==> config.mk <==
export PLATFORM = sky130hd
export DESIGN_NAME = sram_arbiter
export DESIGN_NICKNAME = d
export VERILOG_FILES = /design/src/rtl/sram_arbiter.sv
export SDC_FILE = /design/constraint.sdc
export NUM_CORES = 1
export LEC_CHECK = 0
export ABC_AREA = 1
export BUFFER_PORTS_ARGS = -buffer_cell sky130_fd_sc_hd__buf_2
export CORE_ASPECT_RATIO = 2
export CORE_MARGIN = 2
export CORE_UTILIZATION = 45
export DETAILED_ROUTE_END_ITERATION = 8
export PLACE_DENSITY_LB_ADDON = 0.08
export SLEW_MARGIN = 5
export SYNTH_ARGS = -nofsm -noshare
export SYNTH_HDL_FRONTEND = slang
export SYNTH_SLANG_ARGS = --single-unit
==> constraint.sdc <==
create_clock -name i_clk -period 3.1 [get_ports i_clk]
set_clock_uncertainty 0.05 [all_clocks]
set_input_delay 0.465 -clock i_clk [delete_from_list [all_inputs] [get_ports i_clk]]
set_output_delay 0.465 -clock i_clk [all_outputs]
set_load 0.01 [all_outputs]
==> src/rtl/sram_arbiter.sv <==
// Single-port arbiter for the external asynchronous SRAM: display reads have priority,
// encoder writes are buffered and forced onto the bus after STARVE_LIMIT lost cycles.
module sram_arbiter #(
   parameter int ADDR_W       = 20,
   parameter int DATA_W       = 16,
   parameter int WBUF_DEPTH   = 4,
   parameter int STARVE_LIMIT = 8
) (
   input  logic              i_clk,
   input  logic              i_rst_n,
   input  logic              i_rd_req,
   input  logic [ADDR_W-1:0] i_rd_addr,
   output logic              o_rd_ack,
   output logic [DATA_W-1:0] o_rd_data,
   output logic              o_rd_valid,
   input  logic              i_wr_valid,
   input  logic [ADDR_W-1:0] i_wr_addr,
   input  logic [DATA_W-1:0] i_wr_data,
   output logic              o_wr_ready,
   output logic              o_wr_idle,
   output logic [ADDR_W-1:0] o_sram_addr,
   output logic [DATA_W-1:0] o_sram_dq,
   output logic              o_sram_dq_oe,
   input  logic [DATA_W-1:0] i_sram_dq,
   output logic              o_sram_ce_n,
   output logic              o_sram_oe_n,
   output logic              o_sram_we_n
);

   localparam int PTR_W = $clog2(WBUF_DEPTH);
   localparam int CNT_W = PTR_W + 1;
   localparam int STV_W = $clog2(STARVE_LIMIT + 1);

   typedef enum logic [1:0] {S_IDLE, S_READ, S_WRITE} state_t;

   state_t            state_r;
   state_t            state_nxt;
   logic [ADDR_W-1:0] fifo_addr [WBUF_DEPTH];
   logic [DATA_W-1:0] fifo_data [WBUF_DEPTH];
   logic [PTR_W-1:0]  wr_ptr;
   logic [PTR_W-1:0]  rd_ptr;
   logic [CNT_W-1:0]  count;
   logic [STV_W-1:0]  starve_cnt;
   logic              fifo_empty;
   logic              fifo_full;
   logic              push;
   logic              pop;
   logic              forced;

   assign fifo_empty = (count == '0);
   assign fifo_full  = (count == CNT_W'(WBUF_DEPTH));
   assign o_wr_ready = !fifo_full;
   assign push       = i_wr_valid && !fifo_full;
   assign forced     = (starve_cnt == STV_W'(STARVE_LIMIT)) && !fifo_empty;
   assign pop        = (state_nxt == S_WRITE);
   assign o_wr_idle  = fifo_empty && (state_r != S_WRITE);

   always_comb begin
      // NOTE: every output of this block gets a default first, so no path can infer a latch.
      state_nxt = S_IDLE;
      o_rd_ack  = 1'b0;
      if (forced) begin
         state_nxt = S_WRITE;
      end else if (i_rd_req) begin
         state_nxt = S_READ;
         o_rd_ack  = 1'b1;
      end else if (!fifo_empty) begin
         state_nxt = S_WRITE;
      end
   end

   // NOTE: FIFO storage has no reset; count guards every read, so stale entries are never used.
   always_ff @(posedge i_clk) begin
      if (push) begin
         fifo_addr[wr_ptr] <= i_wr_addr;
         fifo_data[wr_ptr] <= i_wr_data;
      end
   end

   // NOTE: all sequential state uses non-blocking assignments so every flop samples pre-edge values.
   always_ff @(posedge i_clk or negedge i_rst_n) begin
      if (!i_rst_n) begin
         wr_ptr     <= '0;
         rd_ptr     <= '0;
         count      <= '0;
         starve_cnt <= '0;
      end else begin
         if (push) wr_ptr <= wr_ptr + PTR_W'(1);
         if (pop)  rd_ptr <= rd_ptr + PTR_W'(1);
         if (push && !pop)      count <= count + CNT_W'(1);
         else if (pop && !push) count <= count - CNT_W'(1);
         // Only reads that cost a pending write a slot count toward starvation.
         if (pop || fifo_empty)
            starve_cnt <= '0;
         else if (state_nxt == S_READ && starve_cnt != STV_W'(STARVE_LIMIT))
            starve_cnt <= starve_cnt + STV_W'(1);
      end
   end

   always_ff @(posedge i_clk or negedge i_rst_n) begin
      if (!i_rst_n) begin
         state_r      <= S_IDLE;
         o_sram_addr  <= '0;
         o_sram_dq    <= '0;
         o_sram_dq_oe <= 1'b0;
         o_sram_ce_n  <= 1'b1;
         o_sram_oe_n  <= 1'b1;
         o_sram_we_n  <= 1'b1;
         o_rd_valid   <= 1'b0;
         o_rd_data    <= '0;
      end else begin
         state_r    <= state_nxt;
         o_rd_valid <= (state_r == S_READ);
         if (state_r == S_READ) o_rd_data <= i_sram_dq;
         case (state_nxt)
            S_READ: begin
               o_sram_addr  <= i_rd_addr;
               o_sram_ce_n  <= 1'b0;
               o_sram_oe_n  <= 1'b0;
               o_sram_we_n  <= 1'b1;
               o_sram_dq_oe <= 1'b0;
            end
            S_WRITE: begin
               o_sram_addr  <= fifo_addr[rd_ptr];
               o_sram_dq    <= fifo_data[rd_ptr];
               o_sram_ce_n  <= 1'b0;
               o_sram_oe_n  <= 1'b1;
               o_sram_we_n  <= 1'b0;
               o_sram_dq_oe <= 1'b1;
            end
            default: begin
               o_sram_ce_n  <= 1'b1;
               o_sram_oe_n  <= 1'b1;
               o_sram_we_n  <= 1'b1;
               o_sram_dq_oe <= 1'b0;
            end
         endcase
      end
   end

endmodule

==> impl_results.md <==
- Antenna-violating nets left: 0
- Max Cap Viol: 0
- Setup violators final: 0
- RD Place Congestion: around 0.70
- Layout cells sized above 1: between 10% and 20%
- GRT Resource Usage Total: 18.3%
- Num CTS Buffers: 20
- RR Endpoint: count[1]
- Synth warnings: 0
- CTS root buf: clkbuf_16
- Sw Ratio: between 30% and 40%
- Final wirelength: approximately 18000 um
- LEAKAGE: roughly 4.7 nW
- Post-Syn Nets: slightly above 900
- Maximum vdd drop: between 0.0005 and 0.0006 V
- Initial DRC Count: 150
- Worst R2R Start: starve_cnt[0]
- Crit. End Element: flop
- Min Hold Slack: 124 ps
- Slew @ Worst Pin: approximately 1000 ps
- N_diodes: 0
- Dpl hpwl: around 11000 um
- Width of the die: ~100 um
- R2R cell count: 11
- Final setup TNS: 0 ps
- PD cells: between 900 and 1000 nW/um^2
- Initial Utilization: a little under half
- Fin nets: 1050
- Sequential-to-total area share from yosys stat: 70.0%
- Core area: ~19000 um^2
- Fmax: approximately 430 MHz
- Hold_sp: i_sram_dq[15]
- Drt via density: around 4.7
- IO Count: around 140
- Register bit total from synthesis: 214
- Crit share post-route: between 70 and 80%
- IO buf count: around 140
- Finished Cell Area: just over 10000 um^2
- Leading cell types in the layout, fill and taps excluded: 343 x nand2_1, 144 x edfxtp_1, 134 x buf_2
- Startpoint Class: flop
- RSZ-0062 raised after global routing: no
- Antenna violations before repair: 1
- Total die area: about 20000 um^2
- CTS max path bufs: 3
- Area Overhead vs Synth: 18.4%
- CTS Sinks: approximately 210
- Clk_lat worst skew: around 500 ps
- Drt drc: 0
- Status: finished clean
- PostCTS Resize Cnt: 0
- Worst slew margin: 31.1%
- Reg clk slew, reported paths: approximately 70 ps
- Detailed-route via count: ~5800
- Worst path required time: ~3400 ps
- Pint: slightly above 6 mW
- P_sw: about 3.2 mW
- Pre-Repair DR Iteration Count: 4
- Instance count of the mapped netlist: around 830
- Flop pwr share: a little over two fifths
- Netlist cell types: 22
- Arrival time at the worst endpoint: around 2700 ps
- Post-synthesis cell area: 8680 um^2
- Vias in the first global route: between 5000 and 6000
- Fin crit period: roughly 2300 ps
- Crit Path Max Fanout: 4
- Final Core Density: a little over half
- Largest net degree at the start of global routing: between 90 and 100
- Rows: between 70 and 80
- Worst Path Class, Setup: flop to flop
- Placed Instance Area: 9610 um^2
- Reg2Reg Setup Slack: 760 ps
- Comb power frac: between 30% and 40%
- Mapped Avg Cell Area: around 10 um^2
- Die Height: roughly 200 um
- Commonest non-fill, non-tap cell in the layout: nand2_1
- Wire per inst: between 10 and 15 um
- CTS tree: built
- Hold Crit Endpoint: o_rd_data[15]
- Clock power share: a little over a quarter
- Hold Crit Class: primary input to flop
- Htree depth: 1
- Final slew viol count: 0
- Final hold viol count: 0
- WHS Path Cells: 3
- First-pass GRT wire length: 29100 um
- Overflow after GRT: 0
how the worst max path moves through the flow:
| stage | start | endpoint | slack [ps] | depth (start not counted) |
|---|---|---|---|---|
| finish | starve_cnt[0] | count[1] | 760 | 11 |
| global route | starve_cnt[0] | count[2] | 450 | 13 |
| CTS | starve_cnt[0] | count[1] | 760 | 11 |
| detailed placement | starve_cnt[0] | count[1] | 770 | 11 |
| global placement | starve_cnt[0] | count[1] | 780 | 11 |
| floorplan | count[0] | fifo_addr[0][0] | 330 | 4 |
kinds of logic after synthesis:
group | after synthesis | share of synthesized area, %
AND/OR/NAND/NOR | 502 | 22.4
AO/OA/AOI/OAI | 20 | 1.15
buffers and inverters | 78 | 4.19
XOR/XNOR | 7 | 0.706
adder cells (fa/ha/maj) | 10 | 1.53
flip-flops | 214 | 70.0
timing repair:
item	in CTS	in global routing
hold buffers	1	0
endpoints found under the hold margin	8	0
buffers inserted	0	0
layer usage:
| metal | vias to the layer above | GRT usage [%] | share of wire (%) |
|---|---|---|---|
| met2 | 128 | 34.8 | 54 |
| li1 | 2927 | - | - |
| met1 | 2680 | 20.3 | 40 |
| met3 | 19 | 2.96 | 4.6 |
| met4 | 2 | 4.90 | 1.5 |
| met5 | - | 0 | 0.088 |
power groups by stage:
stage | sequential [mW] | clock [mW] | combinational, mW
CTS | 4.08 | 2.51 | 2.93
global route | 4.15 | 2.61 | 3.29
finish | 4.08 | 2.45 | 2.85
detailed placement | 4.13 | 0 | 2.92
floorplan | 4.26 | 0 | 1.85
global placement | 4.12 | 0 | 2.88
flip-flops by register name (all words and copies together) (netlist names), 2 cells and up:
| signal | count |
|---|---|
| count | 3 |
| fifo_addr | 80 |
| fifo_data | 64 |
| o_rd_data | 16 |
| o_sram_addr | 20 |
| o_sram_dq | 16 |
| rd_ptr | 2 |
| starve_cnt | 4 |
| state_r | 2 |
| wr_ptr | 2 |
layout make-up:
type                            count  area [um^2]
Fill cell                        1694         8560
Clock inverter                     11          109
Sequential cell                   214         6080
Clock buffer                       25          551
Multi-Input combinational cell    539         2270
Inverter                           41          154
Tap cell                          255          319
Timing Repair Buffer              148          791
per-stage QoR:
stage                     total power, mW  worst slack, ps  instances
after floorplan                      6.11              330        831
after global placement               7.01              783       1196
after detailed placement             7.05              773       1196
after CTS                            9.52              762       1233
after global routing                 10.1              450       1233
final                                9.37              765       1233
cell usage after synthesis (all sizes together):
master	instances	share of area [%]
o21ai	18	1.0
edfxtp	144	50
clkinv	1	0.043
ha	9	1.3
fa	1	0.23
xor2	5	0.50
xnor2	2	0.20
dfrtp	67	19
nand3	45	2.6
nor2	114	5.0
inv	40	1.7
dfstp	3	0.91
buf	30	2.1
clkbuf	7	0.30
nand2	343	15
a21oi	2	0.12
critical path: stages (launching register included):
cell	delay, ps
dfrtp_1	410
inv_1	80
ha_1	140
nand3_1	90
o21ai_0	270
ha_2	270
clkinv_1	90
ha_1	180
inv_1	100
fa_1	410
nor2_1	100
a21oi_1	50
Power figures use the tool's default switching activity.
